<file path="config.mk">
export PLATFORM = sky130hd
export DESIGN_NAME = program_loader
export DESIGN_NICKNAME = d
export VERILOG_FILES = /design/src/rtl/program_loader.sv
export SDC_FILE = /design/constraint.sdc
export NUM_CORES = 1
export LEC_CHECK = 0
export ABC_AREA = 1
export CORE_MARGIN = 3
export CORE_UTILIZATION = 45
export DETAILED_ROUTE_END_ITERATION = 8
export PLACE_DENSITY = 0.7
export SLEW_MARGIN = 20
export SYNTH_ARGS = -nofsm -noshare
export SYNTH_HDL_FRONTEND = slang
export SYNTH_SLANG_ARGS = --single-unit
</file>
<file path="constraint.sdc">
create_clock -name clk -period 2.96 [get_ports clk]
set_clock_uncertainty 0.05 [all_clocks]
set_input_delay 0.444 -clock clk [delete_from_list [all_inputs] [get_ports clk]]
set_output_delay 0.444 -clock clk [all_outputs]
set_load 0.01 [all_outputs]
</file>
<file path="src/rtl/program_loader.sv">
// program_loader: writer side of the fetch-module instruction-memory port.
// Parses a byte stream (count header, then little-endian 16-bit words), issues one
// write strobe per word and holds the core in reset until the image is complete.
// Optional feature macro: LOADER_CHECKSUM_EN adds a trailing XOR checksum byte.
module program_loader #(
  parameter int unsigned       ADDR_W    = 32,
  parameter logic [ADDR_W-1:0] BASE_ADDR = '0,
  parameter int unsigned       MAX_WORDS = 1024
) (
  input  logic              clk,
  input  logic              reset,
  input  logic              byte_valid,
  input  logic [7:0]        byte_data,
  output logic              byte_ready,
  input  logic              restart,
  output logic              write_enable_fm,
  output logic [15:0]       write_data_fm,
  output logic [ADDR_W-1:0] write_addr_fm,
  output logic              cpu_reset,
  output logic              load_done,
  output logic              load_error
);

  localparam int unsigned IDX_W = $clog2(MAX_WORDS + 1);

  typedef enum logic [2:0] {
    ST_HDR_LO = 3'd0,
    ST_HDR_HI = 3'd1,
    ST_DAT_LO = 3'd2,
    ST_DAT_HI = 3'd3,
    ST_WRITE  = 3'd4,
    ST_DONE   = 3'd5,
    ST_ERROR  = 3'd6
`ifdef LOADER_CHECKSUM_EN
    , ST_CHK  = 3'd7
`endif
  } state_e;

  // States in which the loader is willing to take a byte from the link.
  function automatic logic accepts_byte(input state_e st);
    logic acc;
    case (st)
      ST_HDR_LO, ST_HDR_HI, ST_DAT_LO, ST_DAT_HI: acc = 1'b1;
`ifdef LOADER_CHECKSUM_EN
      ST_CHK:                                     acc = 1'b1;
`endif
      default:                                    acc = 1'b0;
    endcase
    return acc;
  endfunction

`ifdef LOADER_CHECKSUM_EN
  // Running checksum: plain XOR of every frame byte seen so far.
  function automatic logic [7:0] chk_update(input logic [7:0] acc, input logic [7:0] b);
    return acc ^ b;
  endfunction
`endif

  state_e              state_q, state_d;
  logic [7:0]          cnt_lo_q, cnt_lo_d;
  logic [15:0]         cnt_q, cnt_d;
  logic [7:0]          lo_q, lo_d;
  logic [IDX_W-1:0]    idx_q, idx_d;
  logic                we_q, we_d;
  logic [15:0]         data_q, data_d;
  logic [ADDR_W-1:0]   addr_q, addr_d;
  logic                cpu_reset_q, cpu_reset_d;
  logic                done_q, done_d;
  logic                err_q, err_d;
  logic                byte_ready_q, byte_ready_d;
`ifdef LOADER_CHECKSUM_EN
  logic [7:0]          chk_q, chk_d;
`endif

  logic                xfer_s;
  logic [15:0]         hdr_cnt_s;
  logic                hdr_too_big_s;
  logic                last_word_s;

  // The ready flop tracks the state; reset forces the handshake low immediately.
  assign byte_ready      = byte_ready_q & ~reset;
  assign xfer_s          = byte_valid & byte_ready;
  assign hdr_cnt_s       = {byte_data, cnt_lo_q};
  assign hdr_too_big_s   = ({16'd0, hdr_cnt_s} > 32'(MAX_WORDS));
  assign last_word_s     = ((32'(idx_q) + 32'd1) == {16'd0, cnt_q});

  assign write_enable_fm = we_q;
  assign write_data_fm   = data_q;
  assign write_addr_fm   = addr_q;
  assign cpu_reset       = cpu_reset_q;
  assign load_done       = done_q;
  assign load_error      = err_q;

  // Next-state and next-output computation for the frame parser.
  always_comb begin
    state_d     = state_q;
    cnt_lo_d    = cnt_lo_q;
    cnt_d       = cnt_q;
    lo_d        = lo_q;
    idx_d       = idx_q;
    we_d        = 1'b0;
    data_d      = data_q;
    addr_d      = addr_q;
    cpu_reset_d = cpu_reset_q;
    done_d      = done_q;
    err_d       = err_q;
`ifdef LOADER_CHECKSUM_EN
    chk_d       = chk_q;
    if (xfer_s) begin
      chk_d = chk_update(chk_q, byte_data);
    end else begin
      chk_d = chk_q;
    end
`endif

    case (state_q)
      ST_HDR_LO: begin
        if (xfer_s) begin
          cnt_lo_d = byte_data;
          state_d  = ST_HDR_HI;
        end else begin
          state_d  = ST_HDR_LO;
        end
      end

      ST_HDR_HI: begin
        if (xfer_s) begin
          cnt_d = hdr_cnt_s;
          if (hdr_cnt_s == 16'd0) begin
`ifdef LOADER_CHECKSUM_EN
            state_d     = ST_CHK;
`else
            state_d     = ST_DONE;
            cpu_reset_d = 1'b0;
            done_d      = 1'b1;
`endif
          end else if (hdr_too_big_s) begin
            state_d = ST_ERROR;
            err_d   = 1'b1;
          end else begin
            state_d = ST_DAT_LO;
          end
        end else begin
          state_d = ST_HDR_HI;
        end
      end

      ST_DAT_LO: begin
        if (xfer_s) begin
          lo_d    = byte_data;
          state_d = ST_DAT_HI;
        end else begin
          state_d = ST_DAT_LO;
        end
      end

      ST_DAT_HI: begin
        if (xfer_s) begin
          data_d  = {byte_data, lo_q};
          addr_d  = BASE_ADDR + ADDR_W'(idx_q);
          we_d    = 1'b1;
          state_d = ST_WRITE;
        end else begin
          state_d = ST_DAT_HI;
        end
      end

      // Strobe is visible in this cycle; advance the index and pick the next word.
      ST_WRITE: begin
        idx_d = idx_q + {{(IDX_W-1){1'b0}}, 1'b1};
        if (last_word_s) begin
`ifdef LOADER_CHECKSUM_EN
          state_d     = ST_CHK;
`else
          state_d     = ST_DONE;
          cpu_reset_d = 1'b0;
          done_d      = 1'b1;
`endif
        end else begin
          state_d = ST_DAT_LO;
        end
      end

`ifdef LOADER_CHECKSUM_EN
      ST_CHK: begin
        if (xfer_s) begin
          if (byte_data == chk_q) begin
            state_d     = ST_DONE;
            cpu_reset_d = 1'b0;
            done_d      = 1'b1;
          end else begin
            state_d = ST_ERROR;
            err_d   = 1'b1;
          end
        end else begin
          state_d = ST_CHK;
        end
      end
`endif

      ST_DONE, ST_ERROR: begin
        if (restart) begin
          state_d     = ST_HDR_LO;
          cpu_reset_d = 1'b1;
          done_d      = 1'b0;
          err_d       = 1'b0;
          idx_d       = '0;
`ifdef LOADER_CHECKSUM_EN
          chk_d       = 8'd0;
`endif
        end else begin
          state_d = state_q;
        end
      end

      // Unreachable encoding: park in ERROR with the core held in reset.
      default: begin
        state_d     = ST_ERROR;
        cpu_reset_d = 1'b1;
        done_d      = 1'b0;
        err_d       = 1'b1;
      end
    endcase

    byte_ready_d = accepts_byte(state_d);
  end

  // State and output registers with synchronous reset.
  always_ff @(posedge clk) begin
    if (reset) begin
      state_q      <= ST_HDR_LO;
      cnt_lo_q     <= 8'd0;
      cnt_q        <= 16'd0;
      lo_q         <= 8'd0;
      idx_q        <= '0;
      we_q         <= 1'b0;
      data_q       <= 16'd0;
      addr_q       <= BASE_ADDR;
      cpu_reset_q  <= 1'b1;
      done_q       <= 1'b0;
      err_q        <= 1'b0;
      byte_ready_q <= 1'b1;
`ifdef LOADER_CHECKSUM_EN
      chk_q        <= 8'd0;
`endif
    end else begin
      state_q      <= state_d;
      cnt_lo_q     <= cnt_lo_d;
      cnt_q        <= cnt_d;
      lo_q         <= lo_d;
      idx_q        <= idx_d;
      we_q         <= we_d;
      data_q       <= data_d;
      addr_q       <= addr_d;
      cpu_reset_q  <= cpu_reset_d;
      done_q       <= done_d;
      err_q        <= err_d;
      byte_ready_q <= byte_ready_d;
`ifdef LOADER_CHECKSUM_EN
      chk_q        <= chk_d;
`endif
    end
  end

endmodule

</file>
# Yosys cells after proc, flatten, opt, wreduce, memory -nomap -nowiden
# Index checks and enable logic that the tools add are counted.
[totals]
register_bits = 78
in_bits = 12
out_inout_bits = 53
elab_cells = 80
[op_classes]
add_sub_neg = 2
n_lt_le_gt_ge = 1
n_eq_ne = 16
mux = 27
n_bitwise = 6
reduce_logical = 16
[op_table]
columns = ["operator", "count"]
rows = [
  ["$pmux W11 S2", 1],
  ["$mux W3", 6],
  ["$pmux W3 S6", 1],
  ["$eq A12 B16 Y1", 1],
  ["$gt A16 B11 Y1 const B", 1],
  ["$logic_not A16 Y1", 1],
  ["$mux W1", 15],
  ["$add A11 B1 Y12 const B", 1],
  ["$eq A3 B2 Y1 const B", 4],
  ["$ne A2 B2 Y1 const B", 6],
  ["$add A11 B1 Y11 const B", 1],
  ["$mux W11", 1],
  ["$reduce_and A2 Y1", 5],
  ["$reduce_and A5 Y1", 2],
  ["$eq A3 B3 Y1 const B", 3],
  ["$pmux W1 S4", 2],
  ["$reduce_or A4 Y1", 2],
  ["$eq A3 B1 Y1 const B", 2],
  ["$logic_not A3 Y1", 2],
  ["$not A1 Y1", 4],
  ["$reduce_or A2 Y1", 2],
  ["$pmux W1 S3", 1],
  ["$reduce_or A3 Y1", 1],
  ["$and A1 B1 Y1", 2],
  ["$reduce_bool A2 Y1", 1],
]

# Depth between registers and ports, before layout
[logic_depth]
ltp_word = 8
depth_mapped = 16
mapped_depth_nobuf = 16

# Worst setup path before layout
# No wires, ideal clock.
[synth_path]
kind = "register -> register"
from = "register idx_q[0]"
to = "register cpu_reset_q, in the netlist cpu_reset"
setup_time_ns = 0.129
t_arrival_ns = 1.604
required_ns = 2.781
slack_ns = 1.176
stages_incl_launch_ff = 15
path_buffers = 0
synth_period_minus_slack_ns = 1.784
cell_sequence = "dfxtp_1 -> ha_1 -> nand2_2 -> nor2_2 -> nand2_1 -> nand2_1 -> nand3_1 -> nand2_1 -> nand3_1 -> nor2_2 -> nand2_1 -> nand2_2 -> nand2_1 -> nand2_1 -> nand3_1"
[synth_via]
elab_chain_cells = 4
[synth_lines]
columns = ["element", "line", "rtl"]
rows = [
  ["from (decl)", "63", "logic [IDX_W-1:0] idx_q, idx_d;"],
  ["from (signal assigned)", "251", "idx_q <= idx_d;"],
  ["$add A11 B1 Y12", "85", "assign last_word_s = ((32'(idx_q) + 32'd1) == {16'd0, cnt_q});"],
  ["$eq A12 B16 Y1", "85", ""],
  ["$ne A2 B2 Y1 (no line)", "--", ""],
  ["$reduce_and A5 Y1 (no line)", "--", ""],
  ["to (signal assigned)", "255", "cpu_reset_q <= cpu_reset_d;"],
  ["to (decl)", "67", "logic cpu_reset_q, cpu_reset_d;"],
]
# Every way passes these cells.
# A chain may end at the register's enable or synchronous reset.

# Worst setup path in the final report
# Same ends and word-level chain as after synthesis.

==> impl_metrics.json <==
{
  "status": "completed",
  "grt_start_max_net_pins": 64,
  "synthCells": 503,
  "total_power_mw": 2.082,
  "antenna_found_initial": 0,
  "synth_area_per_cell_um2": 7.064,
  "maxSlewViolCount": 0,
  "die_w_um": 94.86,
  "worstMarginPinSlew_ns": 0.7055,
  "required_ns": 3.12,
  "io_buffers": 43,
  "netlist.top_cell.by_area": "dfxtp_1",
  "clock-root-buffer": "clkbuf_8",
  "max-vdd-ir-drop_uv": 322.6,
  "vias": 3286,
  "min_from": "cnt_q[15]",
  "min_to": "cnt_q[15]",
  "clock_latency_ns": 0.36,
  "fp.coreArea_um2": 7447,
  "finalSetupViolCount": 0,
  "synth_cell_types": 31,
  "path_max_fanout": 6,
  "final_cell_mix": "nor2_1, dfxtp_1, nand2_1",
  "dp.final_hpwl_um": 6109,
  "cap_viol_max_count": 0,
  "rr_endpoint": "cpu_reset",
  "postRouteAntennaNets": 0,
  "hold_buffers": 0,
  "vias_per_cell": 5.055,
  "grt_pass1_vias": 3066,
  "finish.utilization": 0.5655,
  "p_per_area_nw_per_um2": 494.3,
  "grt_pass1_wl_um": 14180,
  "slew-limit-headroom": 0.5292,
  "r2r_setup_slack_ns": 0.84,
  "hold_path_class": "flop to flop",
  "ys.warnings.count": 0,
  "syn_area_um2": 3553,
  "start_util": 0.4772,
  "wire_per_inst_um": 12.69,
  "drt_wl_total_um": 8251,
  "drt_iter0_markers": 287,
  "fmax_mhz": 471.5,
  "total_leakage_power_nw": 1.644,
  "endpoint_kind": "flop",
  "worstPathCellList": "ha_1 -> nand2_2 -> nor2_2 -> nand2_1 -> nand2_1 -> nand3_1 -> nand2_1 -> nand3_1 -> nor2_2 -> nand2_1 -> nand2_2 -> nand2_1 -> nand2_1 -> nand3_1",
  "synth-seq-cells": 78,
  "io_pins": 65,
  "ctsResizeCount": 0,
  "h-tree-depth": 3,
  "r2r-start": "idx_q[0]",
  "grtUsageTotal": 0.2002,
  "slowest_stage": "dfxtp_1",
  "cp_common_cell": "nand2_1",
  "fp-row-count": 31,
  "nets": 559,
  "path_clk_slew_ns": 0.08,
  "clockBufferDepth": 2,
  "remaining_drc_errors": 0,
  "yosys-top-cells-area": "dfxtp_1, nor2_1, o21ai_0, nand2_1, a21oi_1",
  "crit_type": "flop to flop",
  "drive_gt1_frac": 0.07623,
  "fin_cells": 650,
  "dieArea_um2": 8998,
  "final_common_cell": "nor2_1",
  "area_delta_synth_final_pct": 18.52,
  "numCtsBuffers": 9,
  "postCtsSetupBuffers": 0,
  "cts_tree": "done",
  "place_congestion": 0.8688,
  "cp-start-kind": "flop",
  "tns_ns": 0,
  "yosysSeqAreaShare": 0.4394,
  "worstPathArrival_ns": 2.29,
  "placed_cells": 634,
  "rr_worst_depth": 14,
  "critical_path.max_stage_delay_ns": 0.43,
  "dieHeight_um": 94.86,
  "synth_top_area_share": 0.4394,
  "clock_sinks": 78,
  "min_path_cells": 2,
  "rsz0062_at_grt": "no",
  "fin_crit_ns": 2.121,
  "gr-total-overflow": 0,
  "period_share": 0.7165,
  "dr.pass1.iters": 5,
  "n_antenna_cell": 0,
  "hold_viol": 0
}
## report_power, final
group | leakage (nW) | switching (mW) | internal, mW
Clock | 0.103 | 0.429 | 0.403
Sequential | 0.631 | 0.0169 | 1.07
Combinational | 0.911 | 0.104 | 0.0565
## critical path: cells and delay by family, from the launching register on
kind                       cells  cell delay (ns)
DFF                            1             0.43
adders and majority gates      1             0.26
and+or+nand+nor               13             1.25
## state kept, by name, indices dropped and copies added (netlist names), 3 cells and up
register and cells:
cnt_q 16, write_data_fm 16, idx_q 11, write_addr_fm 11
cnt_lo_q 8, lo_q 8, state_q 3
## routing by layer
layer  track usage  routed length [um]  share of wire  vias up
li1              -                   -              -     1684
met1        0.2544                3789           0.46     1500
met2        0.3406                3938           0.48       92
met3       0.05100                 433          0.052       10
met4       0.04567                  90          0.011        0
met5             0                   0              0        -
## metrics by stage
step / instance area, um^2 / worst slack, ns / hold WS [ns]
final: 4212 / 0.8393 / 0.4077
after global routing: 4212 / 0.5267 / 0.4438
after CTS: 4212 / 0.8373 / 0.4120
after detailed placement: 4008 / 0.4764 / 0.3988
after global placement: 4008 / 0.5773 / 0.3918
after floorplan: 3628 / 1.176 / 0.3792
## cell type report
cell class / count / area, um^2
Fill cell: 727 / 3236
Clock buffer: 9 / 123.9
Tap cell: 99 / 123.9
Multi-Input combinational cell: 365 / 1669
Sequential cell: 78 / 1562
Clock inverter: 7 / 80.08
Inverter: 42 / 157.7
Timing Repair Buffer: 50 / 495.5
## how the worst max path moves through the flow
stage | from | to | depth (start not counted)
2_1_floorplan | idx_q[0] | cpu_reset | 14
3_3_place_gp | byte_data[5] | cpu_reset | 9
3_5_place_dp | byte_data[6] | cpu_reset | 9
4_1_cts | idx_q[0] | cpu_reset | 14
5_1_grt | idx_q[0] | cpu_reset | 12
6_report | idx_q[0] | cpu_reset | 14
## cell usage after synthesis (all sizes together)
master  number
nor2       108
dfxtp       78
nand2       75
o21ai       64
a21oi       44
inv         42
nand3       33
buf         29
clkbuf       9
nor3         6
nand4        4
xor2         2
a211oi       1
a221oi       1
a31oi        1
conb         1
ha           1
o211ai       1
o21a         1
o22ai        1
xnor2        1
## cells by family (layout without fill, tap and decap cells)
logic type / after synthesis / in the layout / share of synthesized area
xor+xnor: 3 / 3 / 0.007396
compound gates: 114 / 114 / 0.1666
simple gates: 226 / 226 / 0.2701
buf+inv: 80 / 108 / 0.1120
other cells: 1 / 21 / 0.001055
flops: 78 / 78 / 0.4394
fa+ha+maj: 1 / 1 / 0.003521
Note: power is estimated with default switching activity, not from simulation.
